===== src/rtl/mult_n_bit_seq.sv =====
// Shift-add unsigned multiplier on a single N-bit adder, valid/ready on both sides.
// Define MULT_ZERO_SKIP_EN to bypass the add loop when either operand is zero.

module adder_n_bit #(
  parameter int N = 8
) (
  input  logic [N-1:0] a_i,
  input  logic [N-1:0] b_i,
  output logic [N-1:0] sum_o,
  output logic         carry_o
);

  assign {carry_o, sum_o} = {1'b0, a_i} + {1'b0, b_i};

endmodule

module mult_n_bit_seq #(
  parameter int N = 8
) (
  input  logic           clk_i,
  input  logic           rst_ni,
  input  logic [N-1:0]   a_i,
  input  logic [N-1:0]   b_i,
  input  logic           valid_i,
  output logic           ready_o,
  output logic [2*N-1:0] product_o,
  output logic           valid_o,
  input  logic           ready_i
);

  localparam int CW = $clog2(N + 1);

  typedef enum logic [1:0] {
    IDLE,
    CALC,
    DONE
  } state_t;

  state_t        state_q, state_d;
  logic [N-1:0]  a_q, a_d;
  logic [N-1:0]  hi_q, hi_d;
  logic [N-1:0]  lo_q, lo_d;
  logic [CW-1:0] cnt_q, cnt_d;

  logic [N-1:0]  sum;
  logic          carry;
  logic          zero_op;

  adder_n_bit #(
    .N(N)
  ) u_add (
    .a_i    (hi_q),
    .b_i    (a_q),
    .sum_o  (sum),
    .carry_o(carry)
  );

  assign zero_op   = (a_i == '0) || (b_i == '0);
  assign product_o = {hi_q, lo_q};
  assign ready_o   = (state_q == IDLE);
  assign valid_o   = (state_q == DONE);

  always_comb begin
    state_d = state_q;
    a_d     = a_q;
    hi_d    = hi_q;
    lo_d    = lo_q;
    cnt_d   = cnt_q;
    unique case (state_q)
      IDLE: begin
        if (valid_i) begin
          a_d     = a_i;
          hi_d    = '0;
          lo_d    = b_i;
          cnt_d   = '0;
          state_d = CALC;
`ifdef MULT_ZERO_SKIP_EN
          if (zero_op) begin
            lo_d    = '0;
            state_d = DONE;
          end
`endif
        end
      end
      CALC: begin
        // carry lands in the MSB, so the 2N-bit product never overflows
        if (lo_q[0]) begin
          {hi_d, lo_d} = {carry, sum, lo_q[N-1:1]};
        end else begin
          {hi_d, lo_d} = {1'b0, hi_q, lo_q[N-1:1]};
        end
        cnt_d = cnt_q + CW'(1);
        if (cnt_q == CW'(N - 1)) begin
          state_d = DONE;
        end
      end
      DONE: begin
        if (ready_i) begin
          state_d = IDLE;
        end
      end
      default: begin
        state_d = IDLE;
      end
    endcase
  end

  always_ff @(posedge clk_i or negedge rst_ni) begin
    if (!rst_ni) begin
      state_q <= IDLE;
      a_q     <= '0;
      hi_q    <= '0;
      lo_q    <= '0;
      cnt_q   <= '0;
    end else begin
      state_q <= state_d;
      a_q     <= a_d;
      hi_q    <= hi_d;
      lo_q    <= lo_d;
      cnt_q   <= cnt_d;
    end
  end

`ifndef MULT_ZERO_SKIP_EN
  logic unused_zero;
  assign unused_zero = zero_op;
`endif

endmodule


===== config.mk =====
export PLATFORM = sky130hd
export DESIGN_NAME = mult_n_bit_seq
export DESIGN_NICKNAME = d
export VERILOG_FILES = /design/src/rtl/mult_n_bit_seq.sv
export SDC_FILE = /design/constraint.sdc
export NUM_CORES = 1
export LEC_CHECK = 0
export CAP_MARGIN = 30
export CORE_MARGIN = 2
export CORE_UTILIZATION = 25
export DETAILED_ROUTE_END_ITERATION = 7
export GPL_TIMING_DRIVEN = 0
export PLACE_DENSITY_LB_ADDON = 0.3
export SLEW_MARGIN = 5
export SYNTH_ARGS = -nofsm -noshare
export SYNTH_HDL_FRONTEND = slang
export SYNTH_HIERARCHICAL = 1
export SYNTH_SLANG_ARGS = --single-unit

===== constraint.sdc =====
create_clock -name clk_i -period 1.66 [get_ports clk_i]
set_input_delay 0.249 -clock clk_i [delete_from_list [all_inputs] [get_ports clk_i]]
set_output_delay 0.249 -clock clk_i [all_outputs]
set_load 0.05 [all_outputs]

==> flow_metrics.env <==
export IMPL_period_share_pct=106
export IMPL_clk_pin_slew_ps=60
export IMPL_synthTopCellsByArea="dfrtp_1 (45%), ha_1 (6.7%), mux2i_1 (5.4%)"
export IMPL_nets=247
export IMPL_status="finished, violations left"
export IMPL_io_pins=38
export IMPL_hold_class="input port to async pin"
export IMPL_skew_ps=4.04
export IMPL_dr_total_vias=1370
export IMPL_drtAntennaViolNets=0
export IMPL_filler_cell_count=641
export IMPL_area_delta_synth_final_pct=44.5
export IMPL_worst_skew_pair_late_latency_ps=280
export IMPL_antenna_cells=0
export IMPL_finish_utilization_pct=37.9
export IMPL_cts_root_buf="clkbuf_8"
export IMPL_tritoncts="built"
export IMPL_seq_area_frac_synth_pct=44.6
export IMPL_finalNonFillerCells=295
export IMPL_worst_pin_slew_ps=682
export IMPL_peakVddDrop_mv=0.557
export IMPL_endpoint_kind="register"
export IMPL_dp_hpwl_mm=2.72
export IMPL_drv_slew=0
export IMPL_crit_buf_inv=0
export IMPL_first_iter_violations=70
export IMPL_grt_pass1_vias=1325
export IMPL_violations="setup timing"
export IMPL_grt_pass1_wl_mm=6.33
export IMPL_path_cells="ha_4 -> a21o_1 -> a21o_1 -> a221oi_2 -> nand2_1 -> mux2i_1 -> o22ai_1"
export IMPL_num_rows=29
export IMPL_detail_route_wirelength_mm=3.88
export IMPL_gr_total_overflow=0
export IMPL_drive_gt1_share_pct=29.4
export IMPL_power_per_cell_area_nw_per_um2=2280
export IMPL_required_ps=1820
export IMPL_dpl_cell_count=277
export IMPL_drt_first_pass_iters=4
export IMPL_final_min_clock_period_ps=1760
export IMPL_hold_violations=0
export IMPL_yosysTopAreaCell="dfrtp_1"
export IMPL_core_um2=6420
export IMPL_critPathSlowestCell="dfrtp_2"
export IMPL_cts_max_level=2
export IMPL_wl_per_cell_um=13.2
export IMPL_die_area_um2=7400
export IMPL_cp_common_cell="a21o_1"
export IMPL_dieWidth_um=86.0
export IMPL_cp_data_arrival_time_ps=1920
export IMPL_synth_area_per_cell_um2=10.3
export IMPL_clock_sinks=30
export IMPL_path_max_fanout=6
export IMPL_cp_start_kind="register"
export IMPL_worst_slack_ps=-99.4
export IMPL_critPathKind="register to register"
export IMPL_drv_cap=0
export IMPL_syn_nets=193
export IMPL_ys_types=31
export IMPL_die_h_um=86.0
export IMPL_port_buffer_count=37
export IMPL_cpPeakStageDelay_ps=440
export IMPL_leakagePower_nw=1.05
export IMPL_synth_warnings=6
export IMPL_syn_inst=163
export IMPL_multi_input_area_um2=977
export IMPL_ys_ff_latch=30
export IMPL_grt_max_degree=31
export IMPL_drc=0
export IMPL_rsz0062_at_grt="true"
export IMPL_cts_path_max_buffers=2
export IMPL_place_congestion=0.747
export IMPL_netlist_area_um2=1680
export IMPL_area_sequential_um2=761
export IMPL_fmax_ghz=0.568
export IMPL_start_util_pct=26.2
export IMPL_cts_inserted_buffers=5
export IMPL_viasPerCell=4.64
export IMPL_cts_hold_buffers_added=0
export IMPL_setup_viol=4
export IMPL_slew_headroom_pct=54.5
export IMPL_critPathTopFamily="compound AO/OA/AOI/OAI gates"
export IMPL_grt_total_usage_pct=11.0
export IMPL_synth_top_area_share_pct=44.6
export IMPL_antenna_found_initial=0
-- cell families after synthesis --
group / Yosys count / share of synthesized area, %
muxes: 17 / 10.7
xor gates and xnor gates: 4 / 2.08
AOI/OAI and AO/OA: 44 / 17.6
and+or+nand+nor: 43 / 11.9
buffers and inverters: 15 / 5.20
DFF: 30 / 44.6
adders and majority gates: 10 / 7.88
-- cell usage after synthesis --
library cell / number
a2111oi_0: 1
a21o_1: 3
a21oi_1: 5
a221o_1: 2
a221oi_1: 1
a22oi_1: 7
a311o_1: 2
buf_2: 7
buf_6: 3
dfrtp_1: 30
fa_1: 1
ha_1: 9
inv_1: 4
inv_2: 1
mux2_2: 8
mux2i_1: 9
nand2_1: 22
nand2b_1: 2
nand3_1: 3
nor2_1: 6
nor2b_1: 4
nor2b_4: 1
nor3_1: 3
nor3b_1: 1
nor4_1: 1
o21ai_0: 9
o21bai_1: 4
o22ai_1: 9
o31ai_1: 1
xnor2_1: 2
xor2_1: 2
-- per-layer routing --
layer / global-route usage (%) / wire length, µm / vias to the layer above
met3: 3.56 / 127 / 5
met1: 14.2 / 1880 / 639
li1: - / - / 708
met4: 3.90 / 62 / 0
met2: 17.1 / 1810 / 18
met5: 0 / 0 / -
-- sequential cells by signal, indices dropped and copies added (netlist names) --
signal,flops
a_q,8
lo_q,8
cnt_q,4
hi_q,8
state_q,2
-- per-stage QoR --
stage / instance area, µm² / total power, W / worst slack, ps / hold WS, ps / setup TNS [ps]
CTS: 2390 / 0.00544 / -88.4 / 38.7 / -314
finish: 2430 / 0.00554 / -99.4 / 8.29 / -271
global placement: 2230 / 0.00462 / -405 / 496 / -11520
global route: 2430 / 0.00598 / -230 / 75.7 / -760
detailed placement: 2220 / 0.00465 / -193 / 346 / -2270
floorplan: 1760 / 0.00382 / -133 / -46.6 / -515
-- power by group --
| group | switching [W] | internal, W |
|---|---|---|
| Sequential | 0.000310 | 0.00109 |
| Clock | 0.000273 | 0.000334 |
| Combinational | 0.00197 | 0.00156 |
| Total | 0.00255 | 0.00298 |
-- cells in the final DEF (no fill, tap or decap), types with 2 or more instances in the layout --
| cell type | instances |
|---|---|
| ha_1 | 3 |
| a221o_1 | 2 |
| clkbuf_4 | 2 |
| nor2_2 | 2 |
| a311o_1 | 2 |
| a22oi_1 | 7 |
| mux2_2 | 8 |
| clkdlybuf4s50_1 | 18 |
| o22ai_1 | 9 |
| ha_4 | 5 |
| inv_1 | 4 |
| buf_4 | 10 |
| a21o_1 | 3 |
| nor2_1 | 4 |
| nor2b_1 | 4 |
| dfrtp_1 | 22 |
| dlygate4sd2_1 | 16 |
| clkbuf_8 | 6 |
| nand2_1 | 22 |
| o21ai_0 | 8 |
| o21bai_1 | 4 |
| xor2_1 | 2 |
| nand3_1 | 2 |
| xnor2_1 | 2 |
| dfrtp_2 | 8 |
| a21oi_2 | 3 |
| buf_2 | 8 |
| nand2b_1 | 2 |
| buf_6 | 3 |
| nor3_1 | 3 |
| mux2i_1 | 9 |
-- repair_timing --
| action | CTS | global route |
|---|---|---|
| buffers inserted | 8 | 2 |
| setup endpoints to repair | 23 | 7 |
| pin swaps | 10 | 8 |
| resized for setup | 33 | 8 |
-- worst paths after layout --
| check | to | slack [ps] | cells after the start | startpoint |
|---|---|---|---|---|
| setup / recovery | hi_q[6]$_DFFE_PN0P_ | -100 | 7 | hi_q[4]$_DFFE_PN0P_ |
| hold / removal | lo_q[5]$_DFFE_PN0P_ | 8 | 1 | rst_ni |
| setup reg to reg | hi_q[6]$_DFFE_PN0P_ | -100 | 7 | hi_q[4]$_DFFE_PN0P_ |
| hold reg to reg | a_q[7]$_DFFE_PN0P_ | 510 | 1 | a_q[7]$_DFFE_PN0P_ |
| max in group asynchronous | hi_q[3]$_DFFE_PN0P_ | 1170 | 1 | rst_ni |
| min in group clk_i | a_q[7]$_DFFE_PN0P_ | 510 | 1 | a_q[7]$_DFFE_PN0P_ |
-- area by class of cell --
cell class | count | area share (%)
inverter | 5 | 0.875
timing repair buffer | 47 | 17.0
buffer | 10 | 2.93
tap | 77 | 3.96
multi-input combinational | 118 | 40.2
clock buffer | 7 | 3.55
sequential | 30 | 31.3
clock inverter | 1 | 0.206
Power figures use the tool's default switching activity.
